==> src/rtl/hazard_ctrl_unit.sv <==
// Pipeline hazard controller: stall, flush and forward selects for the 5-stage core.
// Define HAZARD_STATS_EN to add saturating StallCount/FlushCount outputs.
module hazard_ctrl_unit #(
  parameter int REG_ADDR_W = 5,
  parameter int PCSRC_W    = 2
`ifdef HAZARD_STATS_EN
  ,
  parameter int STAT_W     = 32
`endif
) (
  input  logic                  CLK,
  input  logic                  RST,
  input  logic [REG_ADDR_W-1:0] RsD,
  input  logic [REG_ADDR_W-1:0] RtD,
  input  logic [REG_ADDR_W-1:0] RdD,
  input  logic                  RegWriteD,
  input  logic                  MemtoRegD,
  input  logic                  RegDstD,
  input  logic                  BranchD,
  input  logic                  JumpD,
  input  logic [PCSRC_W-1:0]    PCSrcD,
  output logic                  StallF,
  output logic                  StallD,
  output logic                  FlushD,
  output logic                  FlushE,
  output logic                  ForwardAD,
  output logic                  ForwardBD,
  output logic [1:0]            ForwardAE,
  output logic [1:0]            ForwardBE
`ifdef HAZARD_STATS_EN
  ,
  output logic [STAT_W-1:0]     StallCount,
  output logic [STAT_W-1:0]     FlushCount
`endif
);

  typedef logic [REG_ADDR_W-1:0] reg_idx_t;

  // Each stage keeps only the fields later hazard checks still look at.
  typedef struct packed {
    logic     reg_write;
    reg_idx_t write_reg;
  } wb_info_t;

  typedef struct packed {
    logic     mem_to_reg;
    wb_info_t wb;
  } mem_info_t;

  typedef struct packed {
    reg_idx_t  rs;
    reg_idx_t  rt;
    mem_info_t mem;
  } ex_info_t;

  localparam logic [1:0] FWD_NONE = 2'b00;
  localparam logic [1:0] FWD_WB   = 2'b01;
  localparam logic [1:0] FWD_MEM  = 2'b10;

  ex_info_t  dec_info;
  ex_info_t  ex_q;
  mem_info_t mem_q;
  wb_info_t  wb_q;

  logic lw_stall;
  logic br_stall;
  logic stall;
  logic redirect;

  // Register 0 is hard-wired, so it never creates a dependency.
  function automatic logic reg_match(input reg_idx_t a, input reg_idx_t b);
    return (a != '0) && (a == b);
  endfunction

  function automatic logic [1:0] fwd_sel(input reg_idx_t src,
                                         input mem_info_t m,
                                         input wb_info_t w);
    logic [1:0] sel;
    sel = FWD_NONE;
    if (m.wb.reg_write && reg_match(src, m.wb.write_reg)) begin
      sel = FWD_MEM;
    end else if (w.reg_write && reg_match(src, w.write_reg)) begin
      sel = FWD_WB;
    end
    return sel;
  endfunction

  always_comb begin
    // NOTE: every field gets a value on every path, so no latch is inferred.
    dec_info                  = '0;
    dec_info.rs               = RsD;
    dec_info.rt               = RtD;
    dec_info.mem.mem_to_reg   = MemtoRegD;
    dec_info.mem.wb.reg_write = RegWriteD;
    dec_info.mem.wb.write_reg = RegDstD ? RdD : RtD;
  end

  assign lw_stall = ex_q.mem.mem_to_reg && ex_q.mem.wb.reg_write &&
                    (reg_match(RsD, ex_q.mem.wb.write_reg) ||
                     reg_match(RtD, ex_q.mem.wb.write_reg));

  // A branch compares in decode, so it must wait for any result not yet in M,
  // and for a load result still in M (the data arrives only at the end of M).
  assign br_stall = BranchD &&
                    ((ex_q.mem.wb.reg_write &&
                      (reg_match(RsD, ex_q.mem.wb.write_reg) ||
                       reg_match(RtD, ex_q.mem.wb.write_reg))) ||
                     (mem_q.mem_to_reg &&
                      (reg_match(RsD, mem_q.wb.write_reg) ||
                       reg_match(RtD, mem_q.wb.write_reg))));

  assign stall    = lw_stall || br_stall;
  assign redirect = (PCSrcD != '0) || JumpD;

  assign StallF = stall;
  assign StallD = stall;
  assign FlushE = stall;
  // A stalled redirect is re-evaluated once its operands are ready.
  assign FlushD = redirect && !stall;

  assign ForwardAD = mem_q.wb.reg_write && reg_match(RsD, mem_q.wb.write_reg);
  assign ForwardBD = mem_q.wb.reg_write && reg_match(RtD, mem_q.wb.write_reg);

  assign ForwardAE = fwd_sel(ex_q.rs, mem_q, wb_q);
  assign ForwardBE = fwd_sel(ex_q.rt, mem_q, wb_q);

  // E always advances; a stall turns into a bubble rather than a hold.
  always_ff @(posedge CLK or negedge RST) begin
    if (!RST) begin
      ex_q  <= '0;
      mem_q <= '0;
      wb_q  <= '0;
    end else begin
      // NOTE: non-blocking updates let the whole shadow pipeline shift in one edge.
      ex_q  <= stall ? '0 : dec_info;
      mem_q <= ex_q.mem;
      wb_q  <= mem_q.wb;
    end
  end

`ifdef HAZARD_STATS_EN
  always_ff @(posedge CLK or negedge RST) begin
    if (!RST) begin
      StallCount <= '0;
      FlushCount <= '0;
    end else begin
      if (StallD && (StallCount != '1)) begin
        StallCount <= StallCount + STAT_W'(1);
      end
      if (FlushD && (FlushCount != '1)) begin
        FlushCount <= FlushCount + STAT_W'(1);
      end
    end
  end
`endif

endmodule

==> config.mk <==
export PLATFORM = sky130hd
export DESIGN_NAME = hazard_ctrl_unit
export DESIGN_NICKNAME = d
export VERILOG_FILES = /design/src/rtl/hazard_ctrl_unit.sv
export SDC_FILE = /design/constraint.sdc
export NUM_CORES = 1
export LEC_CHECK = 0
export CAP_MARGIN = 25
export CORE_ASPECT_RATIO = 2
export CORE_MARGIN = 1.5
export CORE_UTILIZATION = 30
export DETAILED_ROUTE_END_ITERATION = 8
export GPL_TIMING_DRIVEN = 0
export HOLD_SLACK_MARGIN = 0.1
export MAX_ROUTING_LAYER = met4
export PLACE_DENSITY = 0.64
export SLEW_MARGIN = 40
export SYNTH_ARGS = -nofsm -noshare
export SYNTH_HDL_FRONTEND = slang
export SYNTH_SLANG_ARGS = --single-unit
==> constraint.sdc <==
create_clock -name CLK -period 1.9 [get_ports CLK]
set_input_delay 0.19 -clock CLK [delete_from_list [all_inputs] [get_ports CLK]]
set_output_delay 0.19 -clock CLK [all_outputs]
set_load 0.02 [all_outputs]
==> impl_metrics.env, run 1 <==
export IMPL_power_leakage_uw=0.0009977
export IMPL_grt_total_usage_pct=15.53
export IMPL_numCtsBuffers=5
export IMPL_setup_tns_final_ns=-1.172
export IMPL_power_density_nw_per_um2=732.4
export IMPL_num_vias=1205
export IMPL_cts_sinks=30
export IMPL_synthTopCellsByArea="dfrtp_1 47%, xnor2_1 13%, xor2_1 8.9%"
export IMPL_drtPass1Iterations=4
export IMPL_synth_cell_type_count=24
export IMPL_core_area_um2=5092
export IMPL_synth_commonest_cells="30 x dfrtp_1, 24 x xnor2_1, 16 x xor2_1"
export IMPL_finalNonFillerCells=256
export IMPL_synthDominantCellAreaShare_pct=47.43
export IMPL_setup_violations=7
export IMPL_gp_congestion=0.7321
export IMPL_fin_crit_ns=2.167
export IMPL_setup_ws_ns=-0.2671
export IMPL_synth_top_area_cell="dfrtp_1"
export IMPL_worst_ep_required_time_ns=1.71
export IMPL_io_pins=34
export IMPL_dp_cells=224
export IMPL_tightest_slew_ns=0.6757
export IMPL_cts_root_buf="clkbuf_8"
export IMPL_clock_latency_ns=0.29
export IMPL_overflow=0
export IMPL_n_fill_cell=513
export IMPL_portBuffers=32
export IMPL_drtAntennaViolNets=0
export IMPL_clockBufferDepth=2
export IMPL_holdPathStages=0
export IMPL_drt_total_wl_mm=3.856
export IMPL_irDropWorstVdd_mv=0.5695
export IMPL_ys_seq_area_share_pct=47.43
export IMPL_synth_warnings=0
export IMPL_slew_viol_final=0
export IMPL_die_w_um=54.36
export IMPL_slew_headroom_pct=54.95
export IMPL_yosys_cell_count_top_type="dfrtp_1"
export IMPL_num_rows=37
export IMPL_fin_nets=221
export IMPL_r2r_setup_slack_ns=0.11
export IMPL_syn_inst=134
export IMPL_area_delta_synth_final_pct=45.61
export IMPL_drive_gt1_share_pct=38.38
export IMPL_dieArea_um2=5747
export IMPL_async_reset_ff_share_pct=100.0
export IMPL_cts_max_level=2
export IMPL_antenna_found_initial=0
export IMPL_crit_type="reg2out"
export IMPL_grt_pass1_vias=1275
export IMPL_outcome="complete, but fails checks"
export IMPL_fin_skew_ns=0.006529
export IMPL_drc_errors=0
export IMPL_grt_pass1_wl_mm=6.058
export IMPL_post_route_period_util_pct=114.1
export IMPL_die_y_um=105.7
export IMPL_rsz0062_at_grt="yes"
export IMPL_path_clk_slew_ns=0.07
export IMPL_end_kind="output port"
export IMPL_fmax_mhz=461.5
export IMPL_reg2reg_depth=8
export IMPL_hp_class="reg2reg"
export IMPL_antennaDiodeCount=0
export IMPL_start_kind="flop"
export IMPL_seq_area_um2=755.7
export IMPL_synth_fp_nets=158
export IMPL_post_drt_via_cell_ratio=4.707
export IMPL_hold_viol_final=0
export IMPL_synth_flop_cell="dfrtp_1"
export IMPL_synth_edf_count=0
export IMPL_wl_per_cell_um=15.06
export IMPL_worstPathArrival_ns=1.98
export IMPL_netlist_area_um2=1583
export IMPL_cts_tree="done"
export IMPL_avgSynthCellArea_um2=11.81
export IMPL_synth_seq_cells=30
export IMPL_cap_violations=0
export IMPL_grt_start_max_net_pins=31
export IMPL_final_core_util_pct=45.26
export IMPL_cp_max_fo=4
export IMPL_multiInputGateArea_um2=848.3
export IMPL_holdWs_ns=0.3641
export IMPL_initial_core_util_pct=31.08
export IMPL_drt_iter0_markers=23
export IMPL_violations="negative setup slack"
## critical path, cell delays in order (launching register included)
cell and delay, ns:
dfrtp_2 0.44, xor2_1 0.15, nor3_1 0.07, and4_1 0.20
o211a_1 0.22, buf_6 0.13, or2_4 0.23, buf_4 0.13
buf_6 0.12
## worst paths after layout
path / startpoint / endpoint
setup reg to reg: mem_q[2]$_DFF_PN0_ / ex_q[8]$_DFF_PN0_
hold / removal: ex_q[6]$_DFF_PN0_ / mem_q[6]$_DFF_PN0_
min in group asynchronous: RST / wb_q[1]$_DFF_PN0_
hold reg to reg: ex_q[6]$_DFF_PN0_ / mem_q[6]$_DFF_PN0_
max in group asynchronous: RST / mem_q[0]$_DFF_PN0_
setup / recovery: mem_q[2]$_DFF_PN0_ / StallD
## state kept, by name (all words and copies together), names as in the netlist
register	count
mem_q	7
wb_q	6
ex_q	17
## metal layers
metal | global-route usage [%] | up-vias | routed length (um)
met1 | 13.80 | 590 | 1240
met4 | 10.18 | 0 | 99
met2 | 27.88 | 24 | 2438
met3 | 2.125 | 8 | 77
li1 | - | 583 | -
met5 | - | - | 0
## layout by cell type, fill, tap and decap left out, drive strengths merged
master / Yosys / routed
and4: 2 / 2
nor3: 13 / 13
nor4: 4 / 4
clkbuf: 0 / 6
nand2: 4 / 4
nor3b: 12 / 12
nor2: 4 / 4
or2: 1 / 1
dlygate4sd2: 0 / 10
clkdlybuf4s50: 0 / 11
clkinvlp: 0 / 1
and2: 2 / 2
o21ai: 1 / 1
o211a: 1 / 1
xor2: 16 / 16
clkinv: 0 / 1
buf: 6 / 40
nand4: 6 / 6
xnor2: 24 / 24
mux2i: 5 / 5
dlygate4sd3: 0 / 1
a21oi: 1 / 1
or4: 2 / 2
dfrtp: 30 / 30
## kinds of logic (layout without fill, tap and decap cells)
logic type                after synthesis  count (layout)  synth area share [%]
DFF                                    30              30                 47.43
buffers and inverters                   6              70                 3.636
and+or+nand+nor                        50              50                 22.13
muxes                                   5               5                 3.162
AOI/OAI and AO/OA                       3               3                 1.502
xor gates and xnor gates               40              40                 22.13
## final cells by class
cell class,instances,share of cell area (%)
plain buffers,6,2.660
clock buffers,6,3.583
clock inverters,2,0.5429
multi-input cells,98,36.81
flip-flops and latches,30,32.79
well taps,58,3.149
repair buffers,56,20.47
## through the flow
step           setup WS [ns]  cell area, um2  power (uW)
3_5_place_dp         -0.8856            1983        1100
3_3_place_gp         -0.8787            1988        1096
4_1_cts              -0.2681            2247        1683
5_1_grt              -0.3538            2305        1758
2_1_floorplan       0.005608            1595       961.1
6_report             -0.2671            2305        1688
## power breakdown
part           internal (uW)  switching [uW]
Combinational            220             166
Sequential               700            65.5
Clock                    290             245
Total                   1210             477
## what timing repair did
item / in CTS / in global routing
hold endpoints to repair: 30 / 0
resized for setup: 69 / 16
buffers inserted: 20 / 3
setup endpoints to repair: 10 / 19
hold buffers: 1 / 0
pin swaps: 9 / 7
Power figures use the tool's default switching activity.
==> run 2, diff against run 1 <==
--- a/config.mk
+++ b/config.mk
@@ -14,6 +14,7 @@
 export HOLD_SLACK_MARGIN = 0.1
 export MAX_ROUTING_LAYER = met4
 export PLACE_DENSITY = 0.64
+export SKIP_CTS_REPAIR_TIMING = 1
 export SLEW_MARGIN = 40
 export SYNTH_ARGS = -nofsm -noshare
 export SYNTH_HDL_FRONTEND = slang
==> impl_metrics.env, run 2 (synthesis gave the netlist of run 1 again) <==
export IMPL_outcome="complete, but fails checks"
export IMPL_violations="negative setup slack"
export IMPL_cap_violations=0
export IMPL_initial_core_util_pct=31.08
export IMPL_hold_viol_final=0
export IMPL_irDropWorstVdd_mv=0.5810
export IMPL_num_vias=1198
export IMPL_slew_viol_final=0
export IMPL_post_route_period_util_pct=115.4
export IMPL_portBuffers=32
export IMPL_grt_total_usage_pct=14.59
export IMPL_start_kind="flop"
export IMPL_cts_max_level=2
export IMPL_p_int_uw=1219
export IMPL_setup_tns_final_ns=-1.142
export IMPL_grt_start_max_net_pins=31
export IMPL_drtAntennaViolNets=0
export IMPL_fin_nets=222
export IMPL_fmax_mhz=456.0
export IMPL_cts_sinks=30
export IMPL_largestRegisters="ex_q (17), mem_q (7), wb_q (6)"
export IMPL_numCtsBuffers=5
export IMPL_clockBufferDepth=2
export IMPL_slew_headroom_pct=55.45
export IMPL_drt_total_wl_mm=3.804
export IMPL_post_drt_via_cell_ratio=4.661
export IMPL_final_common_cell="buf_4"
export IMPL_setup_ws_ns=-0.2929
export IMPL_top_register="ex_q"
export IMPL_io_pins=34
export IMPL_drive_gt1_share_pct=40.70
export IMPL_power_share_combinational_pct=23.1
export IMPL_clock_latency_ns=0.28
export IMPL_grt_pass1_wl_mm=5.671
export IMPL_core_area_um2=5092
export IMPL_num_rows=37
export IMPL_p_sw_share_pct=28.07
export IMPL_wl_per_cell_um=14.80
export IMPL_worstPathArrival_ns=2.00
export IMPL_tightest_slew_ns=0.6683
export IMPL_n_fill_cell=499
export IMPL_die_y_um=105.7
export IMPL_rsz0062_at_grt="yes"
export IMPL_switchingPower_uw=475.5
export IMPL_cts_root_buf="clkbuf_8"
export IMPL_power_density_nw_per_um2=704.2
export IMPL_cp_max_fo=7
export IMPL_cts_tree="done"
export IMPL_fin_crit_ns=2.193
export IMPL_hp_class="in2reg"
export IMPL_final_cell_mix="27 x buf_4, 26 x dfrtp_1, 24 x xnor2_1, 12 x xor2_1, 12 x clkdlybuf4s50_1"
export IMPL_setup_violations=6
export IMPL_grt_pass1_vias=1171
export IMPL_drtPass1Iterations=4
export IMPL_dieArea_um2=5747
export IMPL_overflow=0
export IMPL_crit_type="reg2out"
export IMPL_worst_ep_required_time_ns=1.71
export IMPL_area_delta_synth_final_pct=52.02
export IMPL_die_w_um=54.36
export IMPL_end_kind="output port"
export IMPL_fin_skew_ns=0.005703
export IMPL_p_clk_share_pct=31.1
export IMPL_gp_congestion=0.7321
export IMPL_antenna_found_initial=0
export IMPL_seqPwrFrac_pct=45.7
export IMPL_antennaDiodeCount=0
export IMPL_power_leakage_uw=0.001081
export IMPL_path_clk_slew_ns=0.06
export IMPL_largest_reg_flops=17
export IMPL_drt_iter0_markers=19
export IMPL_final_core_util_pct=47.25
export IMPL_drc_errors=0
-- run 2: cell count changes in the layout (fill, tap and decap cells not counted), sizes merged --
cell,previous run,this run
dlygate4sd2,10,0
buf,40,41
clkdlybuf4s50,11,12
dlymetal6s2s,0,9
-- run 2: per-stage QoR --
| stage | hold slack [ns] | worst slack, ns | area (um2) | power (uW) | std cells |
|---|---|---|---|---|---|
| after floorplan | -0.1056 | 0.005608 | 1595 | 961.1 | 134 |
| after global placement | 0.3514 | -0.8787 | 1988 | 1096 | 224 |
| after detailed placement | 0.2634 | -0.8856 | 1983 | 1100 | 224 |
| after CTS | -0.04423 | -0.9138 | 2078 | 1633 | 232 |
| after global routing | 0.2963 | -0.3872 | 2406 | 1777 | 257 |
| final | 0.2839 | -0.2929 | 2406 | 1694 | 257 |
-- run 2: per-layer routing --
layer	vias up	share of wire, %	GRT usage [%]	wire length [um]
met4	0	3.6	8.750	136
met3	9	2.5	2.975	94
met2	26	61	25.22	2311
li1	586	-	-	-
met1	577	33	13.79	1261
met5	-	0	-	0
-- run 2: final timing paths --
check                                         from                 end  slack [ns]  cells past startpoint
worst max register to register   ex_q[3]$_DFF_PN0_  ex_q[14]$_DFF_PN0_        0.16                      7
worst min register to register   ex_q[6]$_DFF_PN0_  mem_q[6]$_DFF_PN0_        0.38                      0
max in group asynchronous                      RST  mem_q[0]$_DFF_PN0_        0.94                      2
worst min-delay path                        RtD[3]  ex_q[10]$_DFF_PN0_        0.28                      2
min in group asynchronous                      RST   wb_q[1]$_DFF_PN0_        0.48                      2
worst max-delay path            mem_q[4]$_DFF_PN0_              StallD       -0.29                      8
-- run 2: critical path: stages (launching register included) --
cell and delay, ns:
dfrtp_2 0.44, xor2_1 0.18, nor3_2 0.07, and4_1 0.17, o211a_1 0.24, buf_6 0.13, or2_4 0.26, buf_6 0.11
buf_6 0.12
-- run 2: area by class of cell --
cell class,instances,area [um2],area share [%]
multi-input cells,98,887.1,36.87
flip-flops and latches,30,755.7,31.41
repair buffers,57,523.0,21.74
clock buffers,6,82.58,3.432
plain buffers,6,72.57,3.016
well taps,58,72.57,3.016
clock inverters,2,12.51,0.5200
-- run 2: power by group through the flow --
stage	Sequential (uW)	Combinational, uW	Clock (uW)
floorplan	765	196	0
global placement	789	307	0
detailed placement	791	309	0
CTS	779	310	544
global route	783	426	569
finish	775	392	527
==> run 3, diff against run 2 <==
==> constraint.sdc (replaced) <==
create_clock -name CLK -period 2.45 [get_ports CLK]
set_input_delay 0.245 -clock CLK [delete_from_list [all_inputs] [get_ports CLK]]
set_output_delay 0.245 -clock CLK [all_outputs]
set_load 0.02 [all_outputs]
==> impl_metrics.env, run 3 (synthesis gave the netlist of run 1 again) <==
export IMPL_die_y_um=105.7
export IMPL_worstPathArrival_ns=2.14
export IMPL_irDropWorstVdd_mv=0.4204
export IMPL_cts_tree="done"
export IMPL_clock_latency_ns=0.28
export IMPL_path_clk_slew_ns=0.06
export IMPL_hold_viol_final=0
export IMPL_cts_root_buf="clkbuf_8"
export IMPL_cts_sinks=30
export IMPL_hp_class="in2reg"
export IMPL_fin_crit_ns=2.381
export IMPL_grt_start_max_net_pins=31
export IMPL_drive_gt1_share_pct=20.00
export IMPL_numCtsBuffers=5
export IMPL_crit_type="reg2out"
export IMPL_crit_slowest_cell="dfrtp_2"
export IMPL_setup_violations=0
export IMPL_grt_total_usage_pct=14.83
export IMPL_holdWs_ns=0.3505
export IMPL_post_route_period_util_pct=97.18
export IMPL_io_pins=34
export IMPL_n_fill_cell=507
export IMPL_fin_nets=204
export IMPL_final_cell_mix="27 x dfrtp_1, 24 x xnor2_1, 16 x xor2_1, 16 x clkdlybuf4s50_1, 13 x dlymetal6s2s_1"
export IMPL_final_common_cell="dfrtp_1"
export IMPL_slew_headroom_pct=55.55
export IMPL_fin_skew_ns=0.003627
export IMPL_clockBufferDepth=2
export IMPL_num_vias=1178
export IMPL_cp_max_fo=10
export IMPL_cts_max_level=2
export IMPL_dieArea_um2=5747
export IMPL_cap_violations=0
export IMPL_drtPass1Iterations=4
export IMPL_die_w_um=54.36
export IMPL_drt_total_wl_mm=3.673
export IMPL_outcome="complete, no violations"
export IMPL_grt_pass1_vias=1180
export IMPL_slew_viol_final=0
export IMPL_initial_core_util_pct=31.08
export IMPL_core_area_um2=5092
export IMPL_largest_reg_flops=17
export IMPL_area_delta_synth_final_pct=35.49
export IMPL_portBuffers=32
export IMPL_setup_tns_final_ns=0
export IMPL_tightest_slew_ns=0.6667
export IMPL_overflow=0
export IMPL_wl_per_cell_um=15.43
export IMPL_gp_congestion=0.8315
export IMPL_top_register="ex_q"
export IMPL_grt_pass1_wl_mm=5.789
export IMPL_final_core_util_pct=42.11
export IMPL_drt_iter0_markers=8
export IMPL_rsz0062_at_grt="no"
export IMPL_start_kind="flop"
export IMPL_antennaDiodeCount=0
export IMPL_path_cells="xor2_1, nor3_1, and4_1, o211a_1, buf_6, or2_2, buf_4, clkbuf_2"
export IMPL_end_kind="output port"
export IMPL_largestRegisters="ex_q (17), mem_q (7), wb_q (6)"
export IMPL_drc_errors=0
export IMPL_antenna_found_initial=0
export IMPL_num_rows=37
export IMPL_worst_ep_required_time_ns=2.20
export IMPL_fmax_mhz=420.0
export IMPL_power_leakage_uw=0.0009996
export IMPL_power_density_nw_per_um2=566.4
export IMPL_drtAntennaViolNets=0
export IMPL_slowest_delay_ns=0.46
export IMPL_dpl_hpwl_mm=2.762
export IMPL_post_drt_via_cell_ratio=4.950
==> run 3: metrics by stage <==
step	cells	setup WS, ns	power (uW)	instance area, um2
floorplan	134	0.3076	743.3	1583
global placement	224	-0.4367	846.6	1976
detailed placement	224	-0.4439	850.5	1971
CTS	231	-0.4492	1216	2047
global route	238	0.0005096	1276	2145
finish	238	0.06910	1215	2145
==> run 3: worst paths after layout <==
path	startpoint	to	slack, ns	cells after the start
max	mem_q[4]$_DFF_PN0_	StallD	0.07	8
min	RsD[3]	ex_q[15]$_DFF_PN0_	0.35	2
max reg2reg	mem_q[2]$_DFF_PN0_	ex_q[15]$_DFF_PN0_	0.75	7
min reg2reg	ex_q[5]$_DFF_PN0_	mem_q[5]$_DFF_PN0_	0.37	0
max in group asynchronous	RST	mem_q[2]$_DFF_PN0_	1.43	2
min in group asynchronous	RST	mem_q[3]$_DFF_PN0_	0.55	2
==> run 3: power by group <==
part / switching (uW) / internal (uW)
clock network: 169 / 195
logic: 105 / 143
registers: 60.0 / 543
==> run 3: area by class of cell <==
class	count	area (um2)	area share, %
clock buffer	7	76.32	3.559
timing repair buffer	39	392.9	18.32
multi-input combinational	98	787.0	36.70
buffer	6	61.31	2.859
sequential	30	754.5	35.18
tap	58	72.57	3.384
==> run 3: worst max-delay path: cells and delay by family, from the launching register on <==
family / cells / cell delay, ns
AND/OR/NAND/NOR: 3 / 0.57
flip-flops: 1 / 0.46
AO/OA/AOI/OAI: 1 / 0.24
buffers and inverters: 3 / 0.41
XOR/XNOR: 1 / 0.16
==> run 3: metal layers <==
metal / wire, um / vias to the layer above / global-route usage, %
met5: 0 / - / -
met4: 132 / 0 / 8.036
met3: 77 / 10 / 2.125
met2: 2308 / 31 / 27.37
met1: 1153 / 585 / 13.19
li1: - / 552 / -
